===== src/rtl/scalable_display_driver_pkg.sv =====
// Shared types and constants for the scanned 7-segment display driver:
// segment patterns, converter FSM states and a power-of-ten helper.
package display_pkg;

  typedef logic [6:0] seg_t;  // {g,f,e,d,c,b,a}, active-low

  localparam seg_t SEG_0     = 7'b1000000;
  localparam seg_t SEG_1     = 7'b1111001;
  localparam seg_t SEG_2     = 7'b0100100;
  localparam seg_t SEG_3     = 7'b0110000;
  localparam seg_t SEG_4     = 7'b0011001;
  localparam seg_t SEG_5     = 7'b0010010;
  localparam seg_t SEG_6     = 7'b0000010;
  localparam seg_t SEG_7     = 7'b1111000;
  localparam seg_t SEG_8     = 7'b0000000;
  localparam seg_t SEG_9     = 7'b0010000;
  localparam seg_t SEG_DASH  = 7'b0111111;
  localparam seg_t SEG_BLANK = 7'b1111111;

  typedef enum logic [1:0] {
    IDLE    = 2'd0,
    CONVERT = 2'd1,
    COMMIT  = 2'd2
  } state_t;

  function automatic int unsigned pow10(input int unsigned n);
    int unsigned r = 1;
    for (int unsigned i = 0; i < n; i++) r = r * 10;
    return r;
  endfunction

endpackage


===== src/rtl/seq_double_dabble.sv =====
// Iterative binary-to-BCD converter: one add-3/shift step per clock,
// BIN_WIDTH steps per conversion; done is high during the final step.
module seq_double_dabble #(
  parameter int BIN_WIDTH = 14,
  parameter int BCD_WIDTH = 24
) (
  input  logic                 clk,
  input  logic                 rst,
  input  logic                 start,
  input  logic [BIN_WIDTH-1:0] bin,
  output logic [BCD_WIDTH-1:0] bcd,
  output logic                 done
);

  localparam int NIBS  = BCD_WIDTH / 4;
  localparam int CNT_W = $clog2(BIN_WIDTH) + 1;

  logic [BIN_WIDTH-1:0] r_bin;
  logic [BCD_WIDTH-1:0] r_bcd;
  logic [BCD_WIDTH-1:0] w_adj;
  logic [CNT_W-1:0]     r_cnt;
  logic                 r_run;
  logic                 w_last;

  always_comb begin
    w_adj = r_bcd;
    for (int i = 0; i < NIBS; i++) begin
      if (r_bcd[4*i +: 4] >= 4'd5) w_adj[4*i +: 4] = r_bcd[4*i +: 4] + 4'd3;
    end
  end

  assign w_last = r_run && (r_cnt == CNT_W'(BIN_WIDTH - 1));

  always_ff @(posedge clk or posedge rst) begin
    if (rst) begin
      r_bin <= '0;
      r_bcd <= '0;
      r_cnt <= '0;
      r_run <= 1'b0;
    end else if (start) begin
      r_bin <= bin;
      r_bcd <= '0;
      r_cnt <= '0;
      r_run <= 1'b1;
    end else if (r_run) begin
      r_bcd <= {w_adj[BCD_WIDTH-2:0], r_bin[BIN_WIDTH-1]};
      r_bin <= r_bin << 1;
      r_cnt <= r_cnt + 1'b1;
      if (w_last) r_run <= 1'b0;
    end
  end

  assign bcd  = r_bcd;
  assign done = w_last;

endmodule


===== src/rtl/scalable_display_driver.sv =====
// Converts a loaded binary value to BCD and scans it across NUM_DIGITS
// common-anode 7-segment digits with leading-zero blanking and overflow dashes.
module scalable_display_driver
  import display_pkg::*;
#(
  parameter int NUM_DIGITS  = 4,
  parameter int BIN_WIDTH   = 14,
  parameter int REFRESH_DIV = 100000
) (
  input  logic                  clk,
  input  logic                  rst,
  input  logic [BIN_WIDTH-1:0]  value,
  input  logic                  load,
  input  logic                  blank_lz,
  input  logic [NUM_DIGITS-1:0] dp_mask,
  output logic                  busy,
  output logic                  overflow,
  output logic [6:0]            seg,
  output logic                  dp,
  output logic [NUM_DIGITS-1:0] an
);

  localparam int BCD_W = 4 * ((BIN_WIDTH + 5) / 3);
  localparam int NIBS  = BCD_W / 4;
  localparam int IDX_W = (NUM_DIGITS > 1) ? $clog2(NUM_DIGITS) : 1;
  localparam int REF_W = $clog2(REFRESH_DIV);

  state_t r_state, w_next_state;
  logic   w_start, w_done, w_commit;
  logic [BCD_W-1:0]                r_unused_guard;
  logic [BCD_W-1:0]                w_bcd;
  logic [NUM_DIGITS-1:0][3:0]      r_digits, w_new_digits;
  logic                            r_overflow, w_ovf;

  // load is a one-cycle strobe honoured only in IDLE; anything seen while
  // busy is dropped, and busy stays high from the accepting edge to COMMIT.
  always_ff @(posedge clk or posedge rst) begin
    if (rst) r_state <= IDLE;
    else     r_state <= w_next_state;
  end

  always_comb begin
    w_next_state = r_state;
    w_start      = 1'b0;
    w_commit     = 1'b0;
    case (r_state)
      IDLE: begin
        if (load) begin
          w_start      = 1'b1;
          w_next_state = CONVERT;
        end
      end
      CONVERT: if (w_done) w_next_state = COMMIT;
      COMMIT: begin
        w_commit     = 1'b1;
        w_next_state = IDLE;
      end
      default: w_next_state = IDLE;
    endcase
  end

  seq_double_dabble #(
    .BIN_WIDTH(BIN_WIDTH),
    .BCD_WIDTH(BCD_W)
  ) u_dd (
    .clk  (clk),
    .rst  (rst),
    .start(w_start),
    .bin  (value),
    .bcd  (w_bcd),
    .done (w_done)
  );

  assign r_unused_guard = '0;

  genvar g;
  for (g = 0; g < NUM_DIGITS; g++) begin : g_dig
    if (g < NIBS) begin : g_src
      assign w_new_digits[g] = w_bcd[4*g +: 4];
    end else begin : g_zero
      assign w_new_digits[g] = 4'd0;
    end
  end

  if (NIBS > NUM_DIGITS) begin : g_ovf
    assign w_ovf = |w_bcd[BCD_W-1:4*NUM_DIGITS];
  end else begin : g_no_ovf
    assign w_ovf = 1'b0;
  end

  always_ff @(posedge clk or posedge rst) begin
    if (rst) begin
      r_digits   <= '0;
      r_overflow <= 1'b0;
    end else if (w_commit) begin
      r_digits   <= w_new_digits;
      r_overflow <= w_ovf;
    end
  end

  function automatic seg_t decode(input logic [3:0] d);
    case (d)
      4'd0:    decode = SEG_0;
      4'd1:    decode = SEG_1;
      4'd2:    decode = SEG_2;
      4'd3:    decode = SEG_3;
      4'd4:    decode = SEG_4;
      4'd5:    decode = SEG_5;
      4'd6:    decode = SEG_6;
      4'd7:    decode = SEG_7;
      4'd8:    decode = SEG_8;
      4'd9:    decode = SEG_9;
      default: decode = SEG_BLANK;
    endcase
  endfunction

  logic [REF_W-1:0]      r_ref;
  logic [IDX_W-1:0]      r_idx;
  logic                  w_tc;
  logic [NUM_DIGITS-1:0] w_zero_hi;
  logic                  w_acc;
  seg_t                  r_seg, w_seg;
  logic                  r_dp, w_dp;
  logic [NUM_DIGITS-1:0] r_an, w_an;

  // w_zero_hi[i] is set when digit i and every digit above it are zero.
  always_comb begin
    w_zero_hi = '0;
    w_acc     = 1'b1;
    for (int i = NUM_DIGITS - 1; i >= 0; i--) begin
      w_acc        = w_acc & (r_digits[i] == 4'd0);
      w_zero_hi[i] = w_acc;
    end
  end

  assign w_tc = (r_ref == REF_W'(REFRESH_DIV - 1));
  assign w_an = ~(NUM_DIGITS'(1) << r_idx);

  always_comb begin
    w_seg = decode(r_digits[r_idx]);
    w_dp  = ~dp_mask[r_idx];
    if (r_overflow) begin
      w_seg = SEG_DASH;
      w_dp  = 1'b1;
    end else if (blank_lz && (r_idx != '0) && w_zero_hi[r_idx]) begin
      w_seg = SEG_BLANK;
    end
  end

  // Outputs latch the digit at r_idx on the terminal count, so the first
  // digit lights on the first terminal count after reset.
  always_ff @(posedge clk or posedge rst) begin
    if (rst) begin
      r_ref <= '0;
      r_idx <= '0;
      r_seg <= SEG_BLANK;
      r_dp  <= 1'b1;
      r_an  <= '1;
    end else if (w_tc) begin
      r_ref <= '0;
      r_seg <= w_seg;
      r_dp  <= w_dp;
      r_an  <= w_an;
      r_idx <= (r_idx == IDX_W'(NUM_DIGITS - 1)) ? '0 : r_idx + 1'b1;
    end else begin
      r_ref <= r_ref + 1'b1;
    end
  end

  assign busy     = (r_state != IDLE);
  assign overflow = r_overflow;
  assign seg      = r_seg;
  assign dp       = r_dp;
  assign an       = r_an;

endmodule

===== config.mk =====
export PLATFORM = sky130hd
export DESIGN_NAME = scalable_display_driver
export DESIGN_NICKNAME = d
export VERILOG_FILES = /design/src/rtl/scalable_display_driver_pkg.sv /design/src/rtl/seq_double_dabble.sv /design/src/rtl/scalable_display_driver.sv
export SDC_FILE = /design/constraint.sdc
export NUM_CORES = 1
export LEC_CHECK = 0
export ABC_AREA = 1
export CORE_ASPECT_RATIO = 0.75
export CORE_MARGIN = 5
export CORE_UTILIZATION = 53
export CTS_CLUSTER_SIZE = 24
export DETAILED_ROUTE_END_ITERATION = 8
export PLACE_DENSITY = 0.76
export SYNTH_ARGS = -nofsm -noshare
export SYNTH_HDL_FRONTEND = slang
export SYNTH_SLANG_ARGS = --single-unit

===== constraint.sdc =====
create_clock -name clk -period 3 [get_ports clk]
set_clock_uncertainty 0.15 [all_clocks]
set_input_delay 0.6 -clock clk [delete_from_list [all_inputs] [get_ports clk]]
set_output_delay 0.6 -clock clk [all_outputs]
set_load 0.01 [all_outputs]

# Word level (Yosys, flattened, before mapping)

Memory sizes are Yosys's and may differ from the RTL's.
Index checks and enable logic that the tools add are counted.

ROM bits: 112
Input bits: 22
Bits in latches: 0
Bits in writable memories: 0
Memories kept: 1
Word-level logic and storage cells: 90
Flip-flop bits (word level): 94
Output and inout bits: 14

$mul: 0
Bitwise operators: 5
$add $sub $neg: 9
Reductions and logical operators: 13
Divide/modulo/power cells: 0
Shift operators: 1
Muxes and demuxes: 32
Order comparisons: 7
Equality and inequality tests: 7

Memory list:

| name             | depth | bits a word | rd ports | clocked after memory_dff | wr ports | RTL line                       | text |
|---|---|---|---|---|---|---|---|
| (name not given) | 16    | 7           | 1        | 0                        | 0        | scalable_display_driver.sv:102 | `case (d)` |

Operators with widths:

| operator              | number |
|---|---|
| $mux 24               | 2 |
| $mux 14               | 2 |
| $ge 4x3->1 const B    | 6 |
| $mux 4                | 6 |
| $add 4x2->4 const B   | 5 |
| $add 17x1->17 const B | 1 |
| $eq 17x17->1 const B  | 1 |
| $mux 17               | 1 |
| $logic_not 4->1       | 4 |
| $mux 7                | 2 |
| $mux 5                | 2 |
| $mux 1                | 9 |
| $bmux 4 s2            | 1 |
| $reduce_or 8->1       | 1 |
| $mux 2                | 3 |
| $reduce_bool 2->1     | 3 |
| $add 5x1->5 const B   | 1 |
| $eq 5x4->1 const B    | 1 |
| $bmux 1 s2            | 2 |
| $eq 2x2->1 const B    | 2 |
| $not 4->4             | 1 |
| $pmux 2 s2            | 1 |
| $shl 1x2->4 const A   | 1 |
| $add 3x2->3 const B   | 1 |
| other kinds (11)      | 15 |

# Longest topological paths before layout

Gate-level depths: netlist of the first run.

Depth after elaboration: 9
Mapped depth: 13
Mapped depth without buffers: 12

# Hierarchy

A second synthesis of the first run with hierarchy kept.

Cell total of the unflattened synthesis: 662
Area total of the unflattened synthesis: 5273.8 µm²

By module, submodules not included:

| module                  | seq. area each (µm²) | instances | area each (µm²) | cells an instance |
|---|---|---|---|---|
| scalable_display_driver | 1266.2               | 1         | 2742.6          | 355 |
| seq_double_dabble       | 1101.1               | 1         | 2531.2          | 307 |

# Least setup slack after synthesis of the first run

Ideal clock, no wire load.

Kind: reg2reg
Start point: register r_idx[0]
End point: register r_seg[5] (netlist: seg[5])
Setup slack: 1.244 ns
Data required time: 2.774 ns
Arrival: 1.531 ns
Clock period less this slack: 1.756 ns
Library setup time: 0.076 ns
Cell stages (with the launch flop): 13
Path buffers: 1
Cell sequence: dfrtp_1 inv_2 buf_6 nand2_1 nand3_1 nand2_1 inv_1 ha_1 nand3b_1 nand3_1 nand2_1 nor2_1 nor2_1

Longest elaborated chain between the ends: 5
Elaborated cells between the ends (all ways): 10
Those cells by class: mux (6); reduce/logical (3); memory (1)

Ends and longest elaborated chain:

| item                                                     | RTL line                       | text |
|---|---|---|
| from (decl)                                              | scalable_display_driver.sv:118 | `logic [IDX_W-1:0] r_idx;` |
| from (signal assigned)                                   | scalable_display_driver.sv:164 | `r_idx <= (r_idx == IDX_W'(NUM_DIGITS - 1)) ? '0 : r_idx + 1'b1;` |
| $bmux 4 s2 (tied with other cells)                       | scalable_display_driver.sv:140 | `w_seg = decode(r_digits[r_idx]);` |
| $mux 4 (implied by the code) (tied with other cells)     | scalable_display_driver.sv:140 |  |
| $mem_v2 16x7 / $logic_and 1x1->1 (equally long branches) | n/a                            |  |
| $mux 7 (*)                                               | scalable_display_driver.sv:145 | `end else if (blank_lz && (r_idx != '0) && w_zero_hi[r_idx]) begin` |
| $mux 7 (*)                                               | scalable_display_driver.sv:142 | `if (r_overflow) begin` |
| to (signal assigned)                                     | scalable_display_driver.sv:161 | `r_seg <= w_seg;` |
| to (decl)                                                | scalable_display_driver.sv:122 | `seg_t r_seg, w_seg;` |

Mark *: on every way between the ends. The rest lies on a longest branch, timed or not. The select of a mux whose other input is x is not followed.
A chain may end at the register's enable or synchronous reset.

# Final worst setup path of the first run

Same ends and word-level chain as after synthesis.

==> metrics.cfg, run 1 <==
[outcome]
outcome = complete, no violations

[worst_hold_path]
worst_hold_path_type = reg2reg

[synthesis]
ys.warnings.count = 0
avgSynthCellArea_sq_um = 8.11
sequential_cell_area_fraction_in_the_yosys_report_pct = 47.8
post_synth_instance_area_sq_mm = 0.00495
synth.top_cells.by_area = dfrtp_1, nand2_1, o21ai_0, ha_1, dfstp_2
synth.largest_area_cell = dfrtp_1
synth.ff_latch_count = 94
synthDistinctLibCells = 32
syn-instance-count = 611
synthesis.nets = 659
synth_top_area_share_pct = 41.4

[floorplanning]
floorplan.io_pins = 36
die_h_um = 93.7
placement_rows = 30
effective_utilization_at_floorplan_pct = 54.5
fp.coreArea_sq_mm = 0.00908
die-width_um = 122
die_area_sq_mm = 0.0114

[placed_design]
final_hpwl_dp_um = 7220
io_buffers = 35
placedInstanceArea_sq_mm = 0.00542
place.detailed.instances = 763
gp_routability_congestion = 0.924

[clocking]
cts_inserted_buffers = 9
clkSinkCount = 94
cts_setup_buffers = 0
clockRootBuffer = clkbuf_16
cts.clk_slew.worst_paths_ns = 0.06
hold_buffers = 0
insertion_delay_ns = 0.35
clock_tree_from_tritoncts = yes
cts_htree_levels = 3
cts-resized-gates = 0
ctsLongestPathBuffers = 2

[layout]
final_cells = 779
areaGrowthSynthToFinish_pct = 16.2
regArea_sq_mm = 0.00237
layout.cell_area.non_filler_sq_mm = 0.00576
highest_count_cells_in_the_layout_ignoring_fill_and_taps = nand2_1, dfrtp_1, inv_1, nor2_1, o21ai_0
mostFrequentLayoutCell = nand2_1
layout-drive-gt1-share_pct = 8.60
finish.utilization_pct = 63.4
finish.net_count = 694
num_antenna_cells = 0
multiInputGateArea_sq_mm = 0.00221
filler_cell_count = 774

[setup_path]
highest_net_fanout_along_the_worst_path = 15
setup.worst_path.start_class = flip-flop
setup.worst_path.class = reg2reg
worstSetupEndpointType = flip-flop
worst_path_arrival_ns = 2.33
critPathRequiredTime_ns = 3.13

[global_route]
overflow = 0
groute.usage.overall_pct = 19.8
grt_start_max_net_pins = 95
wire_length_of_the_first_global_routing_pass_um = 18100
via_count_of_the_first_global_routing_pass = 3947
antenna_found_initial = 0

[power_and_ir_drop]
leakagePower_nw = 2.74
power_per_cell_area_mw_per_mm2 = 824
total_power_w = 0.00474
ir_worst_vdd_mv = 0.463

[route]
post_drt_wl_per_cell_um = 13.1
post-route-drc-count = 0
drtPass1Iterations = 5
detail-route-antenna-nets = 0
vias_per_cell = 5.18
detailroute.via_count = 4032
wl_um = 10200
first_iter_violations = 248

[timing]
max_slew.worst_pin.slew_ns = 0.612
final-hold-violation-count = 0
tns_ns = 0
fmax_mhz = 454
rsz0062_at_grt = false
layout_min_cycle_time_ns = 2.20
timing.max_slew.rel_slack_pct = 58.8
layout_worst_path_cycle_share_pct = 73.5
setup_viol = 0
report.final.slew_viol_count = 0

[flow_run]
max-cap-violations = 0

Yosys cell counts:
cell type  instances
nor3_1             4
nand3_2            3
o22ai_1            8
dfrtp_1           82
clkinv_2           1
buf_6              2
nor2_1            68
o21ai_1            4
o21ai_0           67
nand3_1           39
a21oi_1           26
clkbuf_1           4
or2_2              3
clkbuf_2           1
nand3b_1           2
nand2_1          130
xor2_1             9
o221ai_1           3
ha_1              26
and2_1             2
nor4_1             2
inv_2              5
nand2_2            8
xnor2_1            2
o211ai_1           6
inv_1             72
nor2_2             3
dfstp_2           12
nand4_1            8
buf_4              2
nand2_4            1
buf_2              6
registers in the layout (all words and copies together) (netlist names):
| signal | flops |
|---|---|
| r_idx | 2 |
| u_dd.r_bin | 14 |
| overflow | 1 |
| u_dd.bcd | 24 |
| r_ref | 17 |
| r_digits | 16 |
| seg | 7 |
| u_dd.r_run | 1 |
| dp | 1 |
| u_dd.r_cnt | 5 |
| an | 4 |
| r_state | 2 |
through the flow:
stage	setup WS, ns	hold slack [ns]
final	0.796	0.320
after CTS	0.781	0.319
after detailed placement	0.691	0.309
after global routing	0.544	0.341
after global placement	0.747	0.305
after floorplan	1.15	0.280
final timing paths:
kind,from,to,slack [ns],cells after the start
worst max-delay path,r_idx[0]$_DFFE_PP0N_,seg[5]$_DFFE_PP1N_,0.80,11
worst min-delay path,u_dd.r_cnt[4]$_DFFE_PP0P_,u_dd.r_cnt[4]$_DFFE_PP0P_,0.32,1
worst max register to register,r_idx[0]$_DFFE_PP0N_,seg[5]$_DFFE_PP1N_,0.80,11
worst min register to register,u_dd.r_cnt[4]$_DFFE_PP0P_,u_dd.r_cnt[4]$_DFFE_PP0P_,0.32,1
max in group asynchronous,rst,seg[1]$_DFFE_PP1N_,1.72,3
min in group asynchronous,rst,r_state[1]$_DFFE_PP0P_,0.59,3
power by group:
group          switching, W  internal [W]  total, W
clock              0.000475      0.000797   0.00127
combinational       0.00101      0.000610   0.00162
sequential         0.000241       0.00161   0.00185
total               0.00173       0.00302   0.00474
cell families (layout without fill, tap and decap cells):
family / after synthesis / count (layout) / share of synthesized area, %
AOI/OAI and AO/OA: 114 / 114 / 12.2
buffers and inverters: 93 / 133 / 7.70
adders and majority gates: 26 / 26 / 6.57
and+or+nand+nor: 273 / 273 / 23.8
xor gates and xnor gates: 11 / 11 / 1.94
DFF: 94 / 94 / 47.8
worst max-delay path, cell delays in order (launching register included):
cell,delay (ns)
dfrtp_1,0.60
inv_2,0.21
nand2_1,0.10
nand3_1,0.06
nand2_1,0.22
inv_1,0.12
ha_1,0.20
nand3b_1,0.17
nand3_1,0.10
nand2_1,0.05
nor2_1,0.10
nor2_1,0.05
metal layers:
metal	part of all wire [%]	vias up	GRT usage, %	wire length, um
li1	-	2045	-	-
met3	3.8	11	5.12	384
met2	46	71	31.4	4650
met5	0	-	0	0
met1	49	1905	27.3	5050
met4	1.3	0	5.32	130
area by class of cell:
cell class | instances | area share [%]
clock buffer | 13 | 4.69
multi-input combinational | 424 | 38.3
sequential | 94 | 41.1
timing repair buffer | 39 | 6.82
clock inverter | 3 | 1.13
tap | 128 | 2.78
inverter | 78 | 5.17
Power figures use the tool's default switching activity.
==> run 2, diff against run 1 <==
==> constraint.sdc (replaced) <==
create_clock -name clk -period 1.95 [get_ports clk]
set_clock_uncertainty 0.15 [all_clocks]
set_input_delay 0.39 -clock clk [delete_from_list [all_inputs] [get_ports clk]]
set_output_delay 0.39 -clock clk [all_outputs]
set_load 0.01 [all_outputs]
==> run 2 against run 1 <==
Effect of this change:
- global-route usage rose by 0.50 points
- power rose by 53%
- non-clock buffer count rose by 12
- routed wire length rose by 2.8%
- first-iteration DRC count rose by 5.6%
- sequential share of layout area fell by 0.56 points
- utilization rose by 0.91 points
- critical path depth fell by 10
- final cell count rose by 1.5%
- register-to-register slack got worse by 0.69 ns
- via count rose by 2.2%
- flip-flop and latch count did not move
- critical path type is now reg2out
- critical endpoint is now overflow
- largest power group unchanged
- highest routed layer unchanged
==> metrics.cfg, run 2 (same netlist as run 1, synthesis figures left out) <==
[setup_path]
cp_cell_sequence = clkdlybuf4s50_1
worst_r2r_path_depth = 11
worst_setup_path_startpoint = overflow$_DFFE_PP0N_
worstSetupEndpointType = primary output
setup.worst_path.start_class = flip-flop
critical_path.n_buffers_inverters = 1
path_delay_family = buffers and inverters
worst_path_arrival_ns = 1.30
regToRegStartpoint = r_idx[0]$_DFFE_PP0N_
crit_path_max_delay_cell_type = clkdlybuf4s50_1
critPathMaxStageDelay_ns = 0.56
cp_num_cells = 1
setup.worst_path.class = reg2out
critPathRequiredTime_ns = 1.41
highest_net_fanout_along_the_worst_path = 3
setup.reg_to_reg.worst_slack_ns = 0.11

[power_and_ir_drop]
power_per_cell_area_mw_per_mm2 = 1240
ir_worst_vdd_mv = 0.736
leakagePower_nw = 2.80

[timing]
rsz0062_at_grt = false
timing.max_slew.rel_slack_pct = 63.8
fmax_mhz = 543
report.final.slew_viol_count = 0
layout_worst_path_cycle_share_pct = 94.4
tns_ns = 0
whs_ns = 0.232
setup_viol = 0
max_slew.worst_pin.slew_ns = 0.538
layout_min_cycle_time_ns = 1.84
final-hold-violation-count = 0

[clocking]
cts_inserted_buffers = 9
ctsLongestPathBuffers = 2
insertion_delay_ns = 0.35
clkSinkCount = 94
cts_htree_levels = 3
cts.clk_slew.worst_paths_ns = 0.07
clockRootBuffer = clkbuf_16
clock_tree_from_tritoncts = yes

[layout]
areaGrowthSynthToFinish_pct = 17.9
regArea_sq_mm = 0.00237
multiInputGateArea_sq_mm = 0.00221
finish.net_count = 706
largest_reg_flops = 24
highest_count_cells_in_the_layout_ignoring_fill_and_taps = nand2_1, dfrtp_1, inv_1, o21ai_0, nor2_1
layout.cell_area.non_filler_sq_mm = 0.00584
filler_cell_count = 760
layout-drive-gt1-share_pct = 11.0
final_cells = 791
num_antenna_cells = 0
mostFrequentLayoutCell = nand2_1

[global_route]
overflow = 0
groute.usage.overall_pct = 20.3
grt_start_max_net_pins = 34
antenna_found_initial = 0
wire_length_of_the_first_global_routing_pass_um = 18500
via_count_of_the_first_global_routing_pass = 4021

[route]
wl_met2_um = 4780
detail-route-antenna-nets = 0
vias_per_cell = 5.21
dr.max_layer_used = met4
detailroute.via_count = 4121
wl_um = 10500
post-route-drc-count = 0
first_iter_violations = 262
post_drt_wl_per_cell_um = 13.3
m1WireLength_um = 5150
drtPass1Iterations = 5
met3_length_um = 469

[floorplanning]
die-width_um = 122
placement_rows = 30
effective_utilization_at_floorplan_pct = 54.5
die_area_sq_mm = 0.0114
fp.coreArea_sq_mm = 0.00908
floorplan.io_pins = 36
die_h_um = 93.7

[placed_design]
final_hpwl_dp_um = 7790
io_buffers = 35
place.detailed.instances = 775
gp_routability_congestion = 0.900
placedInstanceArea_sq_mm = 0.00554

[outcome]
outcome = complete, no violations

[worst_hold_path]
worst_hold_path_type = in2async

[flow_run]
max-cap-violations = 0

## run 2: final cells by class
cell class	count	share of cell area [%]
multi-input combinational	424	37.9
tap	128	2.74
inverter	78	5.14
clock buffer	10	4.09
clock inverter	6	1.18
sequential	94	40.5
timing repair buffer	51	8.42
## run 2: report_power, final
| part | switching (W) | internal [W] | leakage [nW] | total (W) |
|---|---|---|---|---|
| Sequential | 0.000374 | 0.00248 | 1.19 | 0.00285 |
| Combinational | 0.00162 | 0.000979 | 1.46 | 0.00260 |
| Clock | 0.000771 | 0.00104 | 0.149 | 0.00181 |
| Total | 0.00276 | 0.00449 | 2.80 | 0.00725 |
## run 2: path summary, 6_finish.rpt
check	endpoint
worst max-delay path	overflow
worst min-delay path	r_ref[12]$_DFF_PP0_
worst max register to register	seg[5]$_DFFE_PP1N_
worst min register to register	an[2]$_DFFE_PP1N_
max in group asynchronous	seg[0]$_DFFE_PP1N_
min in group clk	an[2]$_DFFE_PP1N_
## run 2: stage by stage
stage / utilization [%] / setup slack, ns / total power, W
floorplan: - / 0.194 / 0.00470
global placement: 61.0 / 0.115 / 0.00531
detailed placement: 61.0 / 0.0900 / 0.00544
CTS: 64.2 / 0.0817 / 0.00726
global route: 64.3 / 0.000883 / 0.00786
finish: 64.3 / 0.109 / 0.00725
## run 2: repair_timing
action,in CTS,in global routing
endpoints found under the setup margin,13,7
hold buffers,0,0
gates resized for setup,14,4
pin swaps,0,2
setup buffers,0,0
hold endpoints to repair,0,0
## run 2: metal layers
metal / GRT usage (%) / vias up
met2: 31.5 / 76
met4: 5.88 / 0
met3: 4.70 / 14
li1: - / 2062
met1: 28.7 / 1969
met5: 0 / -
